### config.mk
export PLATFORM = sky130hd
export DESIGN_NAME = debug_display_scanner
export DESIGN_NICKNAME = d
export VERILOG_FILES = /design/src/rtl/display_pkg.sv /design/src/rtl/hex7seg.sv /design/src/rtl/debug_display_scanner.sv
export SDC_FILE = /design/constraint.sdc
export NUM_CORES = 1
export LEC_CHECK = 0
export CAP_MARGIN = 20
export CORE_UTILIZATION = 35
export CTS_BUF_LIST = sky130_fd_sc_hd__clkbuf_4 sky130_fd_sc_hd__clkbuf_8
export DETAILED_ROUTE_END_ITERATION = 6
export GPL_TIMING_DRIVEN = 0
export PLACE_DENSITY = 0.61
export SETUP_SLACK_MARGIN = 0.4
export SLEW_MARGIN = 40
export SYNTH_ARGS = -nofsm -noshare
export SYNTH_HDL_FRONTEND = slang
export SYNTH_SLANG_ARGS = --single-unit
### constraint.sdc
create_clock -name clk -period 3.9 [get_ports clk]
set_clock_uncertainty 0.15 [all_clocks]
set_input_delay 0.78 -clock clk [delete_from_list [all_inputs] [get_ports clk]]
set_output_delay 0.78 -clock clk [all_outputs]
set_load 0.005 [all_outputs]
### src/rtl/display_pkg.sv
// Purpose: shared FSM state type and segment constants for the debug display scanner.
// Latency: n/a (types and constants only).
// Backpressure: none.
package display_pkg;

  // Snapshot sequencer states.
  typedef enum logic [1:0] {
    HOLD    = 2'd0,
    ISSUE   = 2'd1,
    CAPTURE = 2'd2
  } snap_state_t;

  // All segments off (common-anode, active-low).
  localparam logic [6:0] SEG_BLANK = 7'h7F;

  // Hex digit to segments g..a, active-low.
  localparam logic [6:0] HEX_SEG [16] = '{
    7'h40, 7'h79, 7'h24, 7'h30, 7'h19, 7'h12, 7'h02, 7'h78,
    7'h00, 7'h10, 7'h08, 7'h03, 7'h46, 7'h21, 7'h06, 7'h0E
  };

endpackage

### src/rtl/hex7seg.sv
// Purpose: nibble to 7-segment (g..a, active-low) decoder.
// Latency: combinational.
// Backpressure: none.
// Ports: nib - hex value in; seg - segment pattern out.
module hex7seg
  import display_pkg::*;
(
  input  logic [3:0] nib,
  output logic [6:0] seg
);

  assign seg = HEX_SEG[nib];

endmodule

### src/rtl/debug_display_scanner.sv
// Purpose: snapshots register-file or data-memory words and scans them, with the
//          address, onto a multiplexed common-anode 7-segment display.
// Latency: address change to buffer update 3 edges; scan outputs registered (1 cycle).
// Backpressure: none; Freeze stalls stepping/refresh, scanning never stops.
// Ports: clk/clr (async active-low reset); ShowMem, Auto, Freeze, Addr control;
//        RegData/MemData read data in; ReadReg/ReadMem read addresses out;
//        CurAddr shown address; a2g/an/dp display drive (all active-low).
// Option: define DISPLAY_BLANK_EN to blank leading-zero data digits.
module debug_display_scanner
  import display_pkg::*;
#(
  parameter int DIGITS     = 8,
  parameter int MEM_AW     = 6,
  parameter int REG_AW     = 5,
  parameter int DATA_W     = 32,
  parameter int SCAN_DIV   = 50000,
  parameter int REFRESH    = 1000000,
  parameter int AUTO_TICKS = 50000000
) (
  input  logic              clk,
  input  logic              clr,
  input  logic              ShowMem,
  input  logic              Auto,
  input  logic              Freeze,
  input  logic [MEM_AW-1:0] Addr,
  input  logic [DATA_W-1:0] RegData,
  input  logic [DATA_W-1:0] MemData,
  output logic [REG_AW-1:0] ReadReg,
  output logic [MEM_AW-1:0] ReadMem,
  output logic [MEM_AW-1:0] CurAddr,
  output logic [6:0]        a2g,
  output logic [DIGITS-1:0] an,
  output logic              dp
);

  localparam int DW4 = 4 * (DIGITS - 2);
  localparam int DIW = $clog2(DIGITS);
  localparam int PW  = $clog2(SCAN_DIV + 1);
  localparam int RW  = $clog2(REFRESH + 1);
  localparam int TW  = $clog2(AUTO_TICKS + 1);
  localparam logic [MEM_AW-1:0] REG_MASK = MEM_AW'((64'd1 << REG_AW) - 64'd1);

  snap_state_t       state_q, state_d;
  logic [MEM_AW-1:0] auto_addr, auto_addr_d, cur, cur_d, issue_addr, addr_mask;
  logic [TW-1:0]     tick_cnt;
  logic [RW-1:0]     ref_cnt;
  logic              show_prev, auto_prev, refresh_pend, issue_src;
  logic              auto_clear, auto_step, ref_hit, go;
  logic [DATA_W-1:0] buf_data;
  logic [MEM_AW-1:0] buf_addr;
  logic              buf_src;
  logic [PW-1:0]     presc;
  logic [DIW-1:0]    digit;

  // Address source and snapshot trigger. The latched read address is the
  // post-edge value (cur_d), so an auto step coinciding with a refresh issues
  // once with the new address. Address/source changes are level-compared
  // against the last issue, so they stay pending through ISSUE/CAPTURE; only
  // the one-cycle refresh pulse needs an explicit pending flag.
  always_comb begin
    addr_mask   = ShowMem ? '1 : REG_MASK;
    auto_clear  = (ShowMem != show_prev) || (Auto && !auto_prev);
    auto_step   = Auto && !Freeze && !auto_clear && (tick_cnt == TW'(AUTO_TICKS - 1));
    ref_hit     = !Freeze && (ref_cnt == RW'(REFRESH - 1));
    auto_addr_d = auto_addr;
    if (auto_clear)     auto_addr_d = '0;
    else if (auto_step) auto_addr_d = (auto_addr + 1'b1) & addr_mask;
    cur   = Auto ? auto_addr   : (Addr & addr_mask);
    cur_d = Auto ? auto_addr_d : (Addr & addr_mask);
    go    = (state_q == HOLD) && !Freeze &&
            (refresh_pend || ref_hit || (cur != issue_addr) || (ShowMem != issue_src));
  end

  always_ff @(posedge clk or negedge clr) begin
    if (!clr) state_q <= HOLD;
    else      state_q <= state_d;
  end

  always_comb begin
    state_d = state_q;
    case (state_q)
      HOLD:    if (go) state_d = ISSUE;
      ISSUE:   state_d = CAPTURE;
      CAPTURE: state_d = HOLD;
      default: state_d = HOLD;
    endcase
  end

  assign ReadReg = (state_q == ISSUE && !issue_src) ? issue_addr[REG_AW-1:0] : '0;
  assign ReadMem = (state_q == ISSUE &&  issue_src) ? issue_addr : '0;

  always_ff @(posedge clk or negedge clr) begin
    if (!clr) begin
      auto_addr    <= '0;
      tick_cnt     <= '0;
      ref_cnt      <= '0;
      show_prev    <= 1'b0;
      auto_prev    <= 1'b0;
      refresh_pend <= 1'b0;
      issue_addr   <= '0;
      issue_src    <= 1'b0;
      buf_data     <= '0;
      buf_addr     <= '0;
      buf_src      <= 1'b0;
      CurAddr      <= '0;
    end else begin
      show_prev <= ShowMem;
      auto_prev <= Auto;
      auto_addr <= auto_addr_d;
      CurAddr   <= cur;
      if (auto_clear)             tick_cnt <= '0;
      else if (Auto && !Freeze)   tick_cnt <= auto_step ? '0 : tick_cnt + 1'b1;
      if (!Freeze)                ref_cnt  <= ref_hit ? '0 : ref_cnt + 1'b1;
      refresh_pend <= (refresh_pend || ref_hit) && !go;
      if (go) begin
        issue_addr <= cur_d;
        issue_src  <= ShowMem;
      end
      if (state_q == CAPTURE) begin
        buf_data <= issue_src ? MemData : RegData;
        buf_addr <= issue_addr;
        buf_src  <= issue_src;
      end
    end
  end

  // Display vector: data nibbles zero-extended/truncated to the data digits,
  // address padded to two nibbles on top.
  logic [DW4-1:0] data_ext;
  logic [7:0]     addr8;

  if (DATA_W >= DW4) begin : g_data_trunc
    assign data_ext = buf_data[DW4-1:0];
    if (DATA_W > DW4) begin : g_data_hi
      logic unused_data_hi;
      assign unused_data_hi = ^buf_data[DATA_W-1:DW4];
    end
  end else begin : g_data_pad
    assign data_ext = {{(DW4 - DATA_W){1'b0}}, buf_data};
  end

  if (MEM_AW >= 8) begin : g_addr_trunc
    assign addr8 = buf_addr[7:0];
    if (MEM_AW > 8) begin : g_addr_hi
      logic unused_addr_hi;
      assign unused_addr_hi = ^buf_addr[MEM_AW-1:8];
    end
  end else begin : g_addr_pad
    assign addr8 = {{(8 - MEM_AW){1'b0}}, buf_addr};
  end

  logic [4*DIGITS-1:0] disp_vec;
  logic [3:0]          nib;
  logic [6:0]          seg;
  logic                blank;

  assign disp_vec = {addr8, data_ext};

`ifdef DISPLAY_BLANK_EN
  // lead_zero[i]: data nibble i and every nibble above it are zero.
  logic [DIGITS-1:0] lead_zero;
  always_comb begin : p_lead_zero
    logic run;
    run       = 1'b1;
    lead_zero = '0;
    for (int i = DIGITS - 3; i >= 0; i--) begin
      run          = run && (data_ext[4*i +: 4] == 4'd0);
      lead_zero[i] = run;
    end
  end
`endif

  always_comb begin
    nib   = '0;
    blank = 1'b0;
    for (int i = 0; i < DIGITS; i++) begin
      if (digit == DIW'(i)) begin
        nib = disp_vec[4*i +: 4];
`ifdef DISPLAY_BLANK_EN
        blank = (i > 0) && (i < DIGITS - 2) && lead_zero[i];
`endif
      end
    end
  end

  hex7seg u_hex7seg (
    .nib (nib),
    .seg (seg)
  );

  // Scan: segments, anode and dp are registered together so they switch on
  // the same edge (no ghosting between digits).
  always_ff @(posedge clk or negedge clr) begin
    if (!clr) begin
      presc <= '0;
      digit <= '0;
      an    <= '1;
      a2g   <= SEG_BLANK;
      dp    <= 1'b1;
    end else begin
      if (presc == PW'(SCAN_DIV - 1)) begin
        presc <= '0;
        digit <= (digit == DIW'(DIGITS - 1)) ? '0 : digit + 1'b1;
      end else begin
        presc <= presc + 1'b1;
      end
      an  <= ~(DIGITS'(1) << digit);
      a2g <= blank ? SEG_BLANK : seg;
      dp  <= !(buf_src && (digit == DIW'(DIGITS - 2)));
    end
  end

endmodule

## After elaboration in Yosys (flattened, before gate mapping)

Memory sizes are Yosys's and may differ from the RTL's. A register that Yosys moved wholly into a read port is not among the register bits.
Index checks and enable logic that the tools add are counted.

- Muxes and demuxes: 24
- Bitwise logic cells: 4
- Add/sub/neg operators: 5
- Eq/ne operators: 16
- Reduce and logical (&&, ||, !) cells: 25
- Shifts and indexed selects: 1

Operators with widths:

| cell | count |
|---|---|
| $mux W26 | 3 |
| $mux W6 | 6 |
| $mux W4 | 8 |
| $add A26 B1 Y26 const B | 1 |
| $eq A26 B26 Y1 const B | 1 |
| $mux W24 | 1 |
| $add A20 B1 Y20 const B | 1 |
| $eq A20 B20 Y1 const B | 1 |
| $mux W20 | 1 |
| $add A16 B1 Y16 const B | 1 |
| $eq A16 B16 Y1 const B | 1 |
| $mux W16 | 1 |
| $and A6 B6 Y6 | 2 |
| $eq A3 B3 Y1 const B | 4 |
| $logic_and A1 B1 Y1 | 11 |
| $not A8 Y8 | 1 |
| $shl A1 B3 Y8 const A | 1 |
| $logic_not A1 Y1 | 7 |
| $add A6 B1 Y6 const B | 1 |
| $eq A3 B2 Y1 const B | 2 |
| $ne A6 B6 Y1 | 1 |
| $mux W5 | 1 |
| $not A4 Y5 | 1 |
| $logic_or A1 B1 Y1 | 4 |
| other kinds (12) | 13 |

- Memories: 1
- Flip-flop bits (word level): 129
- Output and inout port bits: 33
- Word-level logic and storage cells: 93
- Bits in read-only memories: 112

Memory list:

| memory | words | bits a word | rd ports | clocked after Yosys merged registers in | wr ports | RTL line | RTL |
|---|---|---|---|---|---|---|---|
| (name not given) | 16 | 7 | 1 | 1 | 0 | hex7seg.sv:12 | `assign seg = HEX_SEG[nib];` |

## Logic depth before layout (Yosys ltp)

Gate-level depths: netlist of the first run.

- Depth in word-level cells: 10
- Depth in mapped cells: 14
- Depth with buffers taken out: 12

## Hierarchy

Synthesis of the first run repeated with hierarchy kept, for this count alone.

- Cell total of the unflattened synthesis: 701
- Area total of the unflattened synthesis: 6,845.3 µm²

By module, submodules not included:

| module | area an instance (µm²) | cells each | seq. area each (µm²) | times used |
|---|---|---|---|---|
| debug_display_scanner | 6,585.1 | 670 | 3,423.3 | 1 |
| hex7seg | 260.2 | 31 | 0.0 | 1 |

## Worst setup path after synthesis of the first run

Ideal clock, no wire load.

- Path kind: register -> register
- From: reg digit[0]
- To: reg a2g[4]
- Cell stages (with the launch flop): 14
- Library setup time: 77 ps
- Setup slack: 998 ps
- Required time: 3,673 ps
- Clock period less this slack: 2,902 ps
- Arrival: 2,676 ps
- Cells stage by stage: dfrtp_1 > inv_1 > ha_1 > buf_2 > clkbuf_1 > a21oi_1 > a2111oi_0 > o22ai_1 > a21oi_1 > a21o_1 > inv_1 > ha_1 > mux2_2 > a21o_1

- Longest elaborated chain between the ends: 10
- Elaborated cells on any way between the ends: 17

RTL lines:

| element | RTL line | RTL |
|---|---|---|
| start, declared | debug_display_scanner.sv:53 | `logic [DIW-1:0] digit;` |
| start signal, assigned | debug_display_scanner.sv:203 | `digit <= (digit == DIW'(DIGITS - 1)) ? '0 : digit + 1'b1;` |
| $logic_not A3 Y1 | debug_display_scanner.sv:177 | `if (digit == DIW'(i)) begin` |
| $mux W4 (7 in series) | debug_display_scanner.sv:177 |  |
| $mux W4 * | debug_display_scanner.sv:177 |  |
| $not A4 Y5 (implied by the code) * | hex7seg.sv:12 |  |
| end, declared | debug_display_scanner.sv:31 | `output logic [6:0] a2g,` |

Every way passes the cells marked *; elsewhere a longest branch is shown, timed or not.
A chain may end at the register's enable or synchronous reset.

## Final worst setup path of the first run

- From: reg issue_src
- To: out ReadMem[1]

- Longest elaborated chain between the ends: 2

RTL lines:

| element | RTL line | RTL |
|---|---|---|
| start, declared | debug_display_scanner.sv:47 | `logic show_prev, auto_prev, refresh_pend, issue_src;` |
| start signal, assigned | debug_display_scanner.sv:117 | `issue_src <= ShowMem;` |
| $logic_and A1 B1 Y1 | debug_display_scanner.sv:90 | `assign ReadMem = (state_q == ISSUE && issue_src) ? issue_addr : '0;` |
| $mux W6 | debug_display_scanner.sv:90 |  |
| end, declared | debug_display_scanner.sv:29 | `output logic [MEM_AW-1:0] ReadMem,` |

No other way between the ends.

==> run metrics, run 1 <==
status=completed; post-route setup slack=0.5619 ns; Layout area overhead=24.86%; layout cells sized above 1=11.28%; routed len/inst=15.50 µm; CP Capture Type=output pin; PD cells=493.7 mW/mm²; drt first pass iters=4; synth warn=0; post-CTS setup buffers=0; max frequency=about 0.30 GHz; largest net degree at the start of global routing=50; ys flop type=dfrtp_1; Syn Area/Cell=9.868 µm²; Placed Instance Area=0.008289 mm²; pre-CTS setup slack=0.2983 ns; Core Area=between 0.015 and 0.02 mm²; area occupied by registers=about 0.0034 mm²; post-synthesis sequential area ratio=48.93%; Synth area leader=dfrtp_1; CTS Buf Count=17; worst r2r path cells=14; peak per-stage delay on the critical path=0.55 ns; Area contributors post-synth=dfrtp_1 (43%), dfstp_2 (6.0%), o21ai_0 (4.6%); Cells after DPL=around 1100; Final min period=3.338 ns; DRT iter0 DRCs=346; first-pass GRT wire length=28320 µm; Worst EP arrival=2.41 ns; CP Class=reg -> out; Max-slew headroom=51.15%; HP Class=in -> async; Max Root-Sink Buffers=2; period utilization=a little under nine tenths; GRT overflow=0; initial antenna violation count=0; ant diodes=0; #FFs+latches synth=136; DPL Wire Length=12460 µm; H-tree levels=4; Port Buf Inserts=90; ys async rst share=100.0%; CTS root buffer=clkbuf_8; die footprint=0.02056 mm²; number of global-route vias before repair=5521; worst reg2reg path endpoint=a2g[1]; Global Route Usage Sum=17.82%; Worst VDD drop=209.2 µV; die height=143.4 µm; Worst-Margin Slew=about 0.73 ns; via count=around 5600; Util after Layout=44.74%; placer congestion estimate=0.8096; nets=roughly 910; Power, Total=4.313 mW; most used cell, CP=clkbuf_1; Die X=between 100 and 150 µm; footprint of the multi-input gates=0.003356 mm²; worst-path cell chain=clkbuf_1 > clkbuf_1 > and3_1 > clkdlybuf4s50_1; Clock transition at path regs=0.08 ns; Routed WL=17020 µm; Pins Over Slew Limit=0; crit start category=flop; crit path max fanout=10; Final Hold Viols=0; Critical Path RT=just under 3 ns; IO Pins=108; max cap viols=0; Finish-stage setup viols=0; Post-Syn Area=0.006997 mm²; EDFF count, synth=0; Synth top area share=a little over two fifths; Sink Count=136; hold_buf cts=0; leakage=3.745 nW; CTS tree=done; Clk Latency, worst-skew pair=0.45 ns; R2R Path Start=digit[0]; Routed Antenna Nets=0; Critical-path top delay cell=clkdlybuf4s50_1; RSZ-0062 raised after global routing=no; Yosys cell types=64; Rows=51; vias per std cell=just over 5; Syn Nets=800; Starting Density=35.83%; r2r setup slk=0.67 ns; post-layout instance area=0.008736 mm²; fill cell count=approximately 1900; DRC viols=0; Mapped Cells=709; Finished Layout Cells=between 1000 and 1500
-- per-layer routing --
metal / track usage (%) / routed length, µm / vias up
met5: 0 / 0 / -
met4: 5.375 / 168 / 0
met3: 3.965 / 708 / 15
met2: 27.95 / 7790 / 117
met1: 24.49 / 8351 / 2694
li1: - / - / 2749
-- logic make-up after synthesis --
logic type	Yosys count	synth area share, %
flops	136	48.93
simple gates	270	19.85
mux	49	7.350
fa+ha+maj	16	2.861
buf+inv	57	3.308
xor+xnor	43	5.651
compound gates	138	12.05
-- cell usage after synthesis (all sizes together), types with 8 or more instances --
cell type,instances
and3,15
nor3,18
inv,22
nand4,16
nor2,44
dfrtp,120
xnor2,24
mux2i,30
xor2,19
buf,9
dfstp,16
ha,16
nor4,8
nand3,35
and2,8
nand2,77
clkbuf,25
mux2,19
o21ai,66
or3,8
a21oi,21
-- worst max path at each step --
stage | start | to | slack [ns] | depth (start not counted)
3_5_place_dp | ShowMem | tick_cnt[21] | 0.30 | 10
6_report | issue_src | ReadMem[1] | 0.56 | 4
4_1_cts | digit[2] | a2g[1] | 0.46 | 11
3_3_place_gp | clr | tick_cnt[19] | -3.59 | 1
5_1_grt | digit[0] | a2g[1] | 0.41 | 14
2_1_floorplan | digit[0] | a2g[4] | 1.0 | 13
-- worst max-delay path, delay by kind of cell, from the launching register on --
family / cells / cell delay [ns]
buffers and inverters: 3 / 1.39
and+or+nand+nor: 1 / 0.25
DFF: 1 / 0.32
-- cells in the final DEF, fill, tap and decap left out, types with 19 or more instances in the layout --
cell type	n
inv_1	22
nand3_1	35
o21ai_0	64
a21oi_1	21
xnor2_1	23
dfrtp_1	119
xor2_1	19
clkdlybuf4s50_1	89
mux2i_1	30
nor2_1	44
clkbuf_1	23
nand2_1	77
clkbuf_8	20
-- per-stage QoR --
step / hold WS (ns) / TNS [ns]
2_1_floorplan: 0.2471 / 0
3_3_place_gp: 0.2726 / -458.98
3_5_place_dp: 0.2720 / 0
4_1_cts: 0.05011 / 0
5_1_grt: 0.04792 / 0
6_report: 0.05312 / 0
-- final cells by class --
cell class                      count  share of cell area [%]
Buffer                             34                   1.719
Clock buffer                       20                   3.151
Clock inverter                     12                   1.690
Inverter                           23                   1.031
Multi-Input combinational cell    516                   38.41
Sequential cell                   136                   39.20
Tap cell                          265                   3.795
Timing Repair Buffer               92                   11.00
-- report_power, final --
part,switching [mW],internal (mW)
combinational,0.602,0.580
sequential,0.196,1.69
clock,0.563,0.680
total,1.36,2.95
-- timing repair --
action,CTS,global route
endpoints found under the setup margin,2,6
resized for setup,2,9
endpoints found under the hold margin,0,0
-- flip-flops by register name, indices dropped and copies added (netlist names), 2 cells and up --
name and count:
CurAddr 6, a2g 7, an 8, auto_addr 6, buf_addr 6, buf_data 24, digit 3, issue_addr 6
presc 16, ref_cnt 20, state_q 2, tick_cnt 26
Note: power is estimated with default switching activity, not from simulation.
==> inputs of run 2 (changes only) <==
--- a/config.mk
+++ b/config.mk
@@ -5,12 +5,13 @@
 export SDC_FILE = /design/constraint.sdc
 export NUM_CORES = 1
 export LEC_CHECK = 0
+export ABC_AREA = 1
 export CAP_MARGIN = 20
 export CORE_UTILIZATION = 35
 export CTS_BUF_LIST = sky130_fd_sc_hd__clkbuf_4 sky130_fd_sc_hd__clkbuf_8
 export DETAILED_ROUTE_END_ITERATION = 6
 export GPL_TIMING_DRIVEN = 0
-export PLACE_DENSITY = 0.61
+export PLACE_DENSITY = 0.6
 export SETUP_SLACK_MARGIN = 0.4
 export SLEW_MARGIN = 40
 export SYNTH_ARGS = -nofsm -noshare
==> run 2 against run 1 <==
Die area is 8.1% higher. Synthesized area increased by 8.2%. First-iteration DRC count rose by 5.5%. Non-clock buffer count is 16 lower. Critical path depth up 2. Worst setup slack lost 0.024 ns. Sequential share of layout area shrank 2.4 points. Clock-buffer cell count down 1. Cell area is 6.4% higher. Clock power barely moved. Final cell count is 27% higher. Global-route usage is essentially flat. Critical endpoint is now ReadReg[3]. Highest routed layer unchanged.
==> run metrics, run 2 <==
Starting Density=about 36%; Post-Syn Area=0.007574 mm²; status=completed; Max Root-Sink Buffers=2; initial antenna violation count=1; Synth area leader=dfrtp_1; most numerous cell in the Yosys netlist=nand2_1; Max-slew headroom=63.54%; DRC viols=0; first-pass GRT wire length=~32000 µm; crit path max fanout=10; Worst EP arrival=2.43 ns; Routed WL=19050 µm; nets=1195; placer congestion estimate=a little under 0.9; Die X=approximately 150 µm; CP Class=reg -> out; post-route setup slack=0.5381 ns; met1 WL=9182 µm; Sink Count=136; top layer used by detailed routing=met4; Final Hold Viols=0; number of global-route vias before repair=6381; worst reg2reg path endpoint=a2g[6]; leakage=4.328 nW; Layout area overhead=22.70%; Critical Path RT=2.97 ns; HP Class=in -> async; via count=6715; Port Buf Inserts=90; Yosys cell types=48; setup TNS=0 ns; hold_buf cts=0; RSZ-0062 raised after global routing=no; #FFs+latches synth=roughly 140; H-tree levels=4; Finish-stage setup viols=0; Mapped Cells=994; Area contributors post-synth=dfrtp_1 (40%), nand2_1 (12%), inv_1 (7.1%); ys async rst share=100.0%; ys flop type=dfrtp_1; max cap viols=0; Critical-path top delay cell=clkdlybuf4s50_1; Syn Nets=1085; GRT overflow=0; drt first pass iters=5; Synth top area share=39.65%; post-synthesis sequential area ratio=45.20%; worst r2r path cells=15; CTS tree=done; met2 wire length=slightly below 9000 µm; post-CTS setup buffers=0; commonest cells in the netlist=nand2_1 (234), inv_1 (144), dfrtp_1 (120); Top Registers=tick_cnt: 26 flops, buf_data: 24 flops, ref_cnt: 20 flops; EDFF count, synth=0; Syn Area/Cell=7.619 µm²; PD cells=~480 mW/mm²; Rows=53; IO Pins=between 100 and 150; Final min period=3.362 ns; Routed Antenna Nets=0; crit start category=flop; Clk Latency, worst-skew pair=0.45 ns; Biggest register=tick_cnt; CP Capture Type=output pin; routed len/inst=13.67 µm; commonest non-fill, non-tap cell in the layout=nand2_1; Power, Total=4.438 mW; Clock transition at path regs=0.09 ns; max FFs per register=26; r2r setup slk=roughly 1.2 ns; synth warn=0; largest net degree at the start of global routing=70; layout cells sized above 1=9.758%; worst-path cell chain=clkbuf_2 > clkinvlp_4 > clkbuf_4 > nand2_1 > nor2_1 > clkdlybuf4s50_1; CTS root buffer=clkbuf_8; period utilization=86.20%; Core Area=0.02109 mm²; Worst-Margin Slew=0.5428 ns; most frequent cells in the layout=nand2_1 (234), inv_1 (144), dfrtp_1 (120), nor2_1 (111), clkdlybuf4s50_1 (89); Pins Over Slew Limit=0; met3 wire length=around 870 µm; pre-CTS setup slack=0.4845 ns; die height=between 100 and 150 µm; Global Route Usage Sum=17.87%; R2R Path Start=digit[0]; Worst VDD drop=238.7 µV; max frequency=0.2975 GHz; peak per-stage delay on the critical path=0.53 ns; DPL Wire Length=14130 µm; CTS Buf Count=17; DRT iter0 DRCs=around 370; die footprint=about 0.022 mm²; vias per std cell=4.821
## run 2: cell count changes in the layout (fill, tap and decap cells not counted), sizes merged, moves of 8 or more
cell	before	now
a21oi	21	39
and3	15	2
clkbuf	45	29
inv	23	156
mux2	19	0
mux2i	30	0
nand2	77	245
nand3	35	67
nor2	44	122
nor3	18	27
o21ai	66	74
o22ai	3	25
xnor2	24	5
## run 2: metal layers
layer  vias up  global-route usage (%)
met1      3123                   24.34
li1       3420                       -
met3        24                   3.303
met2       148                   28.56
met4         0                   5.765
met5         -                       0
## run 2: how the worst max path moves through the flow
stage	from	endpoint	slack, ns	cells after the start
2_1_floorplan	digit[0]	a2g[5]	1.60	15
3_3_place_gp	clr	tick_cnt[14]	-3.72	1
3_5_place_dp	issue_src	ReadReg[3]	0.48	6
4_1_cts	issue_src	ReadReg[3]	0.39	6
5_1_grt	issue_src	ReadReg[3]	0.40	6
6_report	issue_src	ReadReg[3]	0.54	6
## run 2: report_power, final
group / switching [mW] / internal, mW
clock: 0.590 / 0.673
combinational: 0.831 / 0.498
sequential: 0.137 / 1.71
## run 2: area by class of cell
cell class                 instances  area, µm²
antenna                            1      2.502
buffer                            19      106.4
clock buffer                      19      261.5
clock inverter                    13      167.7
fill                            2171      11800
inverter                         155      591.8
multi-input combinational        684       3462
sequential                       136       3423
tap                              275      344.1
timing repair buffer              91      933.4
## run 2: timing repair
| item | CTS | global route |
|---|---|---|
| pin swaps | 0 | 0 |
| gates cloned | 0 | 0 |
| endpoints found under the setup margin | 11 | 5 |
| gates resized for setup | 3 | 3 |
## run 2: logic make-up (layout without fill, tap and decap cells)
family | count (synthesis) | after routing | share of synthesized area, %
compound gates | 150 | 150 | 10.94
xor+xnor | 20 | 20 | 2.313
fa+ha+maj | 16 | 16 | 2.643
buf+inv | 174 | 297 | 9.086
flops | 136 | 136 | 45.20
other cells | 0 | 1 | 0
simple gates | 498 | 498 | 29.82
## run 2: through the flow
stage / instances / util, % / hold slack (ns) / cell area, µm²
after CTS: 1392 / 44.03 / 0.1250 / 9284
after detailed placement: 1360 / 41.97 / 0.2821 / 8851
after global routing: 1393 / 44.07 / 0.1486 / 9293
after floorplan: 994 / - / 0.2528 / 7574
after global placement: 1359 / 41.82 / 0.2669 / 8818
final: 1393 / 44.07 / 0.1251 / 9293
## run 2: worst max-delay path, delay by kind of cell, from the launching register on
family                 cells  cell delay, ns
and+or+nand+nor            2            0.39
buffers and inverters      4            1.23
DFF                        1            0.36
